<file path="src/rtl/fifo_uart_tx.sv">
// UART 8N1 transmitter that drains a byte FIFO: pops one byte whenever the FIFO
// is non-empty and shifts it out LSB first with one start and one stop bit.
module fifo_uart_tx #(
    parameter int unsigned CLKS_PER_BIT = 104,
    parameter int unsigned CNT_W        = 16
) (
    input  logic       clk,
    input  logic       reset,
    input  logic       fifo_empty,
    input  logic [7:0] fifo_data,
    output logic       fifo_pop,
    output logic       tx,
    output logic       busy
);

    typedef enum logic [2:0] {
        IDLE,
        FETCH,
        LOAD,
        START,
        DATA,
        STOP
    } state_t;

    localparam logic [CNT_W-1:0] CNT_LAST = CNT_W'(CLKS_PER_BIT - 1);

    state_t           state;
    logic [CNT_W-1:0] baud_cnt;
    logic [2:0]       bit_idx;
    logic [7:0]       shift;
    logic             bit_end;

    always_comb begin
        bit_end = (baud_cnt == CNT_LAST);
    end

    always_ff @(posedge clk) begin
        if (!reset) begin
            state    <= IDLE;
            tx       <= 1'b1;
            fifo_pop <= 1'b0;
            busy     <= 1'b0;
            baud_cnt <= '0;
            bit_idx  <= '0;
            shift    <= '0;
        end else begin
            case (state)
                IDLE: begin
                    tx       <= 1'b1;
                    baud_cnt <= '0;
                    bit_idx  <= '0;
                    if (!fifo_empty) begin
                        state    <= FETCH;
                        fifo_pop <= 1'b1;
                        busy     <= 1'b1;
                    end else begin
                        fifo_pop <= 1'b0;
                        busy     <= 1'b0;
                    end
                end

                FETCH: begin
                    fifo_pop <= 1'b0;
                    state    <= LOAD;
                end

                // FIFO read data is valid from the edge that ended FETCH.
                LOAD: begin
                    shift    <= fifo_data;
                    tx       <= 1'b0;
                    baud_cnt <= '0;
                    state    <= START;
                end

                START: begin
                    if (bit_end) begin
                        baud_cnt <= '0;
                        bit_idx  <= '0;
                        tx       <= shift[0];
                        state    <= DATA;
                    end else begin
                        baud_cnt <= baud_cnt + CNT_W'(1);
                    end
                end

                DATA: begin
                    if (bit_end) begin
                        baud_cnt <= '0;
                        if (bit_idx == 3'd7) begin
                            bit_idx <= '0;
                            tx      <= 1'b1;
                            state   <= STOP;
                        end else begin
                            shift   <= shift >> 1;
                            bit_idx <= bit_idx + 3'd1;
                            tx      <= shift[1];
                        end
                    end else begin
                        baud_cnt <= baud_cnt + CNT_W'(1);
                    end
                end

                STOP: begin
                    tx <= 1'b1;
                    if (bit_end) begin
                        baud_cnt <= '0;
                        bit_idx  <= '0;
                        if (!fifo_empty) begin
                            state    <= FETCH;
                            fifo_pop <= 1'b1;
                        end else begin
                            state <= IDLE;
                            busy  <= 1'b0;
                        end
                    end else begin
                        baud_cnt <= baud_cnt + CNT_W'(1);
                    end
                end

                default: begin
                    state    <= IDLE;
                    tx       <= 1'b1;
                    fifo_pop <= 1'b0;
                    busy     <= 1'b0;
                    baud_cnt <= '0;
                    bit_idx  <= '0;
                end
            endcase
        end
    end

endmodule

</file>
<file path="config.mk">
export PLATFORM = sky130hd
export DESIGN_NAME = fifo_uart_tx
export DESIGN_NICKNAME = d
export VERILOG_FILES = /design/src/rtl/fifo_uart_tx.sv
export SDC_FILE = /design/constraint.sdc
export NUM_CORES = 1
export LEC_CHECK = 0
export CORE_UTILIZATION = 25
export DETAILED_ROUTE_END_ITERATION = 10
export GPL_TIMING_DRIVEN = 0
export PLACE_DENSITY_LB_ADDON = 0.25
export SLEW_MARGIN = 20
export SYNTH_ARGS = -nofsm -noshare
export SYNTH_HDL_FRONTEND = slang
export SYNTH_SLANG_ARGS = --single-unit
</file>
<file path="constraint.sdc">
create_clock -name clk -period 1.65 [get_ports clk]
set_input_delay 0.33 -clock clk [delete_from_list [all_inputs] [get_ports clk]]
set_output_delay 0.33 -clock clk [all_outputs]
set_load 0.01 [all_outputs]
</file>
Word level (Yosys, flattened, before mapping). Cells that the tools add are included.

Register bits: 33. Input port bits: 11. Output and inout bits: 3. Logic and storage cells: 69.

Add/sub/neg operators: 2. Eq/ne operators: 16. Multiplexer cells: 27. Bitwise gates (word level): 4. Reduce and logical (&&, ||, !) cells: 13.

Operators by type and width (count): 16-bit case mux with 2 select lines (1); 3-bit two-way mux (8); 3-bit case mux with 6 select lines (1); 16-bit by 1-bit adder with 16-bit output (second input constant) (1); 16-bit by 7-bit equality test with 1-bit output (second input constant) (1); 16-bit two-way mux (1); 8-bit two-way mux (2); 2-bit != test (second input constant) (8); 8-bit case mux with 2 select lines (1); 3-bit AND reduction (5); 3-bit equality test (second input constant) (3); 1-bit two-way mux (9); 3-bit case mux with 3 select lines (1); 3-bit by 2-bit equality test with 1-bit output (second input constant) (2); 1-bit case mux with 3 select lines (2); 3-bit OR reduction (2); 5-bit AND reduction (1); 1-bit inverter (4); 1-bit case mux with 4 select lines (1); 2-bit OR reduction (2); 4-bit OR reduction (1); 3-bit by 1-bit adder with 3-bit output (second input constant) (1); 3-bit by 1-bit equality test with 1-bit output (second input constant) (1); 3-bit logical NOT (1); 2 further kinds (2).

Depth between registers and ports, before layout. Gate-level depths: netlist of run 1.

Depth in word-level cells: 4. Gate-level depth with buffers: 7. Mapped depth without buffers: 6.

Worst setup path after synthesis of run 1. OpenSTA, ideal clock, no wires.

Kind: reg2reg. Start: reg baud_cnt[0]. End: reg bit_idx[0]. Library setup time: 0.072 ns. Arrival time: 1.604 ns. Data required time: 1.578 ns. Slack: -0.026 ns. Stages on the path, launching flop included: 7. Cells stage by stage: dfxtp_1 > ha_1 > nor4bb_1 > and4_1 > buf_4 > o22a_1 > mux2i_1.

Word-level cells in the longest chain between the ends: 3.

Ends and longest elaborated chain: from (decl) (line 28) `logic [CNT_W-1:0] baud_cnt;`; from (signal assigned) (line 82) `baud_cnt <= baud_cnt + CNT_W'(1);`; from (signal assigned) (line 99) `baud_cnt <= baud_cnt + CNT_W'(1);`; from (signal assigned) (line 116) `baud_cnt <= baud_cnt + CNT_W'(1);`; 16-bit by 7-bit equality test with 1-bit output * (line 34) `bit_end = (baud_cnt == CNT_LAST);`; 2-bit by 1-bit != test with 1-bit output (no source line) or 2-bit != test (tied branches); 3-bit AND reduction (no source line) *; to (signal assigned) (line 95) `bit_idx <= bit_idx + 3'd1;`; to (decl) (line 29) `logic [2:0] bit_idx;`.

Mark *: on every way between the ends. The rest lies on a longest branch, timed or not. A chain may end at the register's enable or synchronous reset.

Final worst setup path of run 1.
Start: reg state[0]. End: reg bit_idx[0].

Word-level cells in the longest chain between the ends: 4.

Ends and longest elaborated chain: from (decl) (line 27) `state_t state;`; from (signal assigned) (line 39) `state <= IDLE;`; from (signal assigned) (line 53) `state <= FETCH;`; from (signal assigned) (line 64) `state <= LOAD;`; 3-bit equality test (tied with other cells) (line 47) `case (state)`; 2-bit OR reduction (no source line); 2-bit by 1-bit != test with 1-bit output (no source line) or 1-bit inverter (tied branches); 3-bit AND reduction (no source line).

Several ways; a longest one is shown, not always the timed one.

==> results.md, run 1 <==
* Outcome: complete, no violations
* Commonest non-fill, non-tap cell in the layout: nand2_1
* Clock Sinks at 33
* CP Max Fanout at 10
* Worst setup SP type: register
* Critical path type: register to register
* Fmax at 624 MHz
* Full die area at approximately 8000 um2
* Seq/Total Area, Yosys at 35.5%
* Leak at 0.886 nW
* DR vias at about 1.7k
* Max-Cap Viols at 0
* Fin util at 33.2%
* Vias in the first global route at 1,536
* Drt pass-1 iters at 4
* CTS Buffer Depth at 2
* Design Area, Final at approximately 2400 um2
* Final worst path period share at 97.1%
* Cells after synthesis at roughly 220
* Initial core utilization at 25.8%
* Fin Setup TNS at 0 ns
* Post-layout min period at between 1.5 and 2 ns
* # IOs at 14
* Standard-cell rows at 31
* NetSw at approximately 0.47 mW
* Via-to-Cell Ratio at 4.78
* Syn avg cell area at between 8 and 9 um2
* Logic pwr share at 16.6%
* Post-synth net total at 232
* DR iter-0 viols at 77
* Total power at ~1.7 mW
* Core area at 7210 um2
* Leading cell types in the layout, fill and taps excluded: nand2_1, dfxtp_1, a21oi_1
* Slowest stage delay, CP at approximately 0.4 ns
* HP Class: register to register
* CTS tree: built
* Initial antenna violation count at 0
* Global-route wire length before repair at 7.42 mm
* Fraction of registers with async set/reset at 0%
* Nets@finish at around 260
* Clock root buffer master: clkbuf_8
* Drt wl/cell at 12.4 um
* Fraction of power consumed by sequential logic at 48.2%
* Worst-path clk slew at 0.08 ns
* Post-Syn Area at 1860 um2
* Largest net degree at the start of global routing at 11
* DRT antenna net count at 0
* # DRC at 0
* Endpoints failing hold at 0
* Post-Layout Cell Count at 347
* Worst slew margin at a little over three fifths
* Clock share of power at 35.2%
* Hpwl dp at about 2.9 mm
* Peak supply drop at 0.295 mV
* WP data required at 1.87 ns
* Power density cells at slightly above 700 nW/um2
* Arr. time, crit path at approximately 1.8 ns
* Placed Cells at 329
* Setup violators final at 0
* CTS Hold Bufs at 0
* I/O Buffers at 12
* GPL Wtd Cong at 0.779
* Hold WS at 0.460 ns
* Clk Latency, worst-skew pair at 0.29 ns
* Global-route usage over all layers at 12.1%
* Final Max Tran Viols at 0
* RSZ-0062 raised after global routing: yes
* Crit end category: register
* Die height at 88.3 um
* Area Growth Syn to Fin at 28.6%
* Post-synth EDFFs at 0
* Clock Skews at 0.00790 ns
* Dominant synthesized flop cell: dfxtp_1
* CTS buffer count at 5
* Critical path, cell by cell: buf_6, or3b_4, buf_8, or4_4, mux2i_1
* Place WS at -0.213 ns
* Worst-margin pin slew at 0.550 ns
* FF+latch count, synth at 33
* Inserted Diodes at 0
* Sw Ratio at a little over a quarter
* Layout cell share with drive strength beyond 1 at 23.0%
* Crit-path slowest cell: or4_4
* Global route total overflow at 0
* Setup slack after layout at 0.0480 ns
* Htree depth at 2
* Post-Place Cell Area at 2110 um2
* Synth Warn # at 0
* Final wirelength at 4.29 mm
* Cell internal pwr at 1.27 mW
* Die W at 88.3 um
* Yosys cell types at 48
==> repair_timing <==
| item | CTS | global route |
|---|---|---|
| cloned | 0 | 1 |
| setup endpoints to repair | 29 | 28 |
| setup buffers | 3 | 6 |
| pin swaps | 3 | 5 |
| resized for setup | 14 | 20 |
==> kinds of logic (layout without fill, tap and decap cells) <==
group / count (synthesis) / after routing / synth area share, %
AOI/OAI and AO/OA: 42 / 42 / 15.0
xor gates and xnor gates: 8 / 8 / 3.77
adders and majority gates: 3 / 3 / 2.02
buffers and inverters: 17 / 47 / 5.65
DFF: 33 / 33 / 35.5
muxes: 19 / 19 / 10.7
and+or+nand+nor: 96 / 96 / 27.4
==> power groups by stage <==
stage | combinational (mW) | sequential, mW | clock, mW
floorplan | 0.170 | 0.856 | 0
global placement | 0.249 | 0.857 | 0
detailed placement | 0.248 | 0.857 | 0
CTS | 0.258 | 0.839 | 0.628
global route | 0.317 | 0.841 | 0.656
finish | 0.289 | 0.839 | 0.612
==> state kept, by name, indices dropped and copies added, names as in the netlist <==
name	count
fifo_pop	1
bit_idx	3
tx	1
busy	1
state	3
shift	8
baud_cnt	16
==> cells in the mapped netlist (5+ instances only) <==
master    count  area, um2
dfxtp_1      33        661
nand2_1      31        116
a21oi_1      14       70.1
nor2_1       13       48.8
mux2i_1      12        120
nand3_1       9       45.0
o21ai_0       8       40.0
mux2_2        7       78.8
nand2b_1      5       31.3
nor3_1        5       25.0
or4_1         5       37.5
==> critical path: cells and delay by family (launching register included) <==
kind,cells,cell delay (ns)
buffers and inverters,2,0.28
flip-flops,1,0.33
multiplexers,1,0.13
AND/OR/NAND/NOR,2,0.78
==> final timing paths <==
check	from	endpoint	slack, ns	depth (start not counted)
worst max-delay path	state[0]	bit_idx[0]	0.05	5
worst min-delay path	shift[4]	shift[4]	0.46	2
worst max register to register	state[0]	bit_idx[0]	0.05	5
worst min register to register	shift[4]	shift[4]	0.46	2
==> routing by layer <==
layer	global-route usage [%]	vias up	part of all wire (%)
li1	-	847	-
met1	16.5	791	50
met2	18.7	14	47
met3	2.52	6	2.0
met4	4.25	0	1.2
met5	0	-	0
==> layout make-up <==
cell class / count / area, um2
fill: 773 / 4820
clock buffer: 6 / 72.6
timing repair buffer: 22 / 193
inverter: 3 / 11.3
tap: 99 / 124
sequential: 33 / 671
multi-input combinational: 168 / 1190
buffer: 14 / 119
clock inverter: 2 / 10.0
Note: power is estimated with default switching activity, not from simulation.
==> inputs of run 2 (changes only) <==
Settings changed: DONT_BUFFER_PORTS set to 1, GPL_ROUTABILITY_DRIVEN set to 0.
==> results.md, run 2 (synthesis results as in run 1) <==
* Peak supply drop at 0.310 mV (+5.4%)
* Crit end category: register
* Biggest registers after layout: baud_cnt: 16 flops, shift: 8 flops
* Clock Skews at 0.00476 ns (-0.00314 ns)
* Total power at 1.72 mW (-1.0%)
* Drt pass-1 iters at 4 (unchanged)
* Max-Cap Viols at 0 (unchanged)
* Critical path type: register to register
* Core area at 7210 um2 (unchanged)
* Final worst path period share at 97.6% (+0.48 points)
* Footprint of the multi-input gates at 1200 um2 (+0.94%)
* Global-route wire length before repair at 7.20 mm (-3.0%)
* Drt wl/cell at 13.3 um (+7.9%)
* Largest register FFs at 16 (unchanged)
* Post-layout min period at 1.61 ns (+0.00793 ns)
* Nets@finish at 251 (-3.8%)
* Initial core utilization at 25.8% (unchanged)
* # DRC at 0 (unchanged)
* Largest net degree at the start of global routing at 11 (unchanged)
* HP Class: input port to register
* DRT antenna net count at 0 (unchanged)
* WP data required at 1.86 ns (about the same)
* Worst slew margin at 65.8% (+2.5 points)
* Fmax at 621 MHz (-0.49%)
* Commonest non-fill, non-tap cell in the layout: nand2_1
* Die height at 88.3 um (unchanged)
* Arr. time, crit path at 1.82 ns (about the same)
* Design Area, Final at 2310 um2 (-3.5%)
* Endpoints failing hold at 0 (unchanged)
* CTS Buffer Depth at 2 (unchanged)
* DR vias at 1,606 (-3.1%)
* Global-route usage over all layers at 11.8% (-0.21 points)
* Layout cell share with drive strength beyond 1 at 27.8% (+4.9 points)
* Worst setup path endpoint: baud_cnt[13]
* Global route total overflow at 0 (unchanged)
* I/O Buffers at 0 (-12)
* DR iter-0 viols at 29 (-62%)
* # IOs at 14 (unchanged)
* Worst-margin pin slew at 0.512 ns (-0.0377 ns)
* Area Growth Syn to Fin at 24.2%
* Leak at 0.856 nW (-3.5%)
* Clk Latency, worst-skew pair at 0.28 ns (about the same)
* Hpwl dp at 2.88 mm (+0.41%)
* Post-Place Cell Area at 1990 um2 (-5.7%)
* CP Max Fanout at 9 (-1)
* Leading cell types in the layout, fill and taps excluded: nand2_1, dfxtp_1, nor2_1
* Worst-path clk slew at 0.07 ns (about the same)
* Clock root buffer master: clkbuf_8
* Routed length on met1 at 2.13 mm (about the same)
* Worst setup SP type: register
* Inserted Diodes at 0 (unchanged)
* Met3 wire length at 167 um (+96%)
* RR Startpoint: baud_cnt[0]
* Die W at 88.3 um (unchanged)
* Worst setup path startpoint: baud_cnt[0]
* Initial antenna violation count at 0 (unchanged)
* Final wirelength at 4.48 mm (+4.5%)
* CTS tree: built
* Outcome: complete, no violations
* Final Max Tran Viols at 0 (unchanged)
* Setup violators final at 0 (unchanged)
* R2r endpoint: baud_cnt[13]
* Standard-cell rows at 31 (unchanged)
* Reg with most FFs: baud_cnt
* CTS buffer count at 5 (unchanged)
* Met2 wire len at 2.13 mm (+5.6%)
* Full die area at 7790 um2 (unchanged)
* Setup slack, reg-to-reg at 0.04 ns (about the same)
* Top Metal Used: met4
* Sequential Area at 679 um2 (+1.3%)
* Power density cells at 745 nW/um2 (+2.5%)
* Reg2Reg Depth at 6 (+1)
* Fillers at 786 (+1.7%)
* Htree depth at 2 (unchanged)
* RSZ-0062 raised after global routing: yes
* Clock Sinks at 33 (unchanged)
* Vias in the first global route at 1,498 (-2.5%)
* Via-to-Cell Ratio at 4.78 (about the same)
==> run 2: per-layer routing <==
layer | vias to the layer above | track usage, %
li1 | 823 | -
met1 | 752 | 15.4
met2 | 25 | 19.0
met3 | 6 | 3.36
met4 | 0 | 3.67
met5 | - | 0
==> run 2: repair_timing <==
item	4_1_cts	5_1_grt
hold buffers	0	0
setup buffers	1	8
setup endpoints to repair	29	26
gates cloned	0	3
resized for setup	17	27
endpoints found under the hold margin	0	0
pin swaps	3	4
==> run 2: worst min-delay path by stage <==
stage | startpoint | end | slack, ns | depth (start not counted)
global route | fifo_data[7] | shift[7] | 0.22 | 2
CTS | fifo_data[7] | shift[7] | 0.19 | 2
floorplan | shift[2] | shift[2] | 0.44 | 2
detailed placement | shift[0] | shift[0] | 0.45 | 2
global placement | shift[6] | shift[6] | 0.45 | 2
finish | fifo_data[7] | shift[7] | 0.19 | 2
==> run 2: report_power, final <==
group / switching [mW] / total (mW) / internal, mW
registers: 0.0214 / 0.843 / 0.822
clock network: 0.304 / 0.635 / 0.331
logic: 0.125 / 0.244 / 0.118
==> run 2: area by class of cell <==
cell class                 count  share of cell area (%)
clock buffer                   7                    3.74
multi-input combinational    168                    52.1
tap                           99                    5.36
sequential                    33                    29.4
inverter                       3                   0.487
timing repair buffer          12                    3.74
buffer                        14                    5.14
==> run 2: stage by stage <==
stage | hold WS [ns] | std cells | utilization [%] | TNS [ns] | setup slack (ns)
floorplan | 0.436 | 218 | - | 0 | 0.00631
global placement | 0.445 | 317 | 27.6 | -4.04 | -0.211
detailed placement | 0.454 | 317 | 27.6 | -4.66 | -0.247
CTS | 0.188 | 325 | 29.9 | 0 | 0.00762
global route | 0.216 | 336 | 32.0 | -0.0467 | -0.0391
finish | 0.192 | 336 | 32.0 | 0 | 0.0400
==> run 2: worst max-delay path, stage by stage, from the launching register on <==
cell and delay [ns]:
dfxtp_4 0.36, buf_4 0.11, nand3_1 0.10, nand2b_4 0.17, buf_6 0.13, or4_1 0.52
a21oi_2 0.16
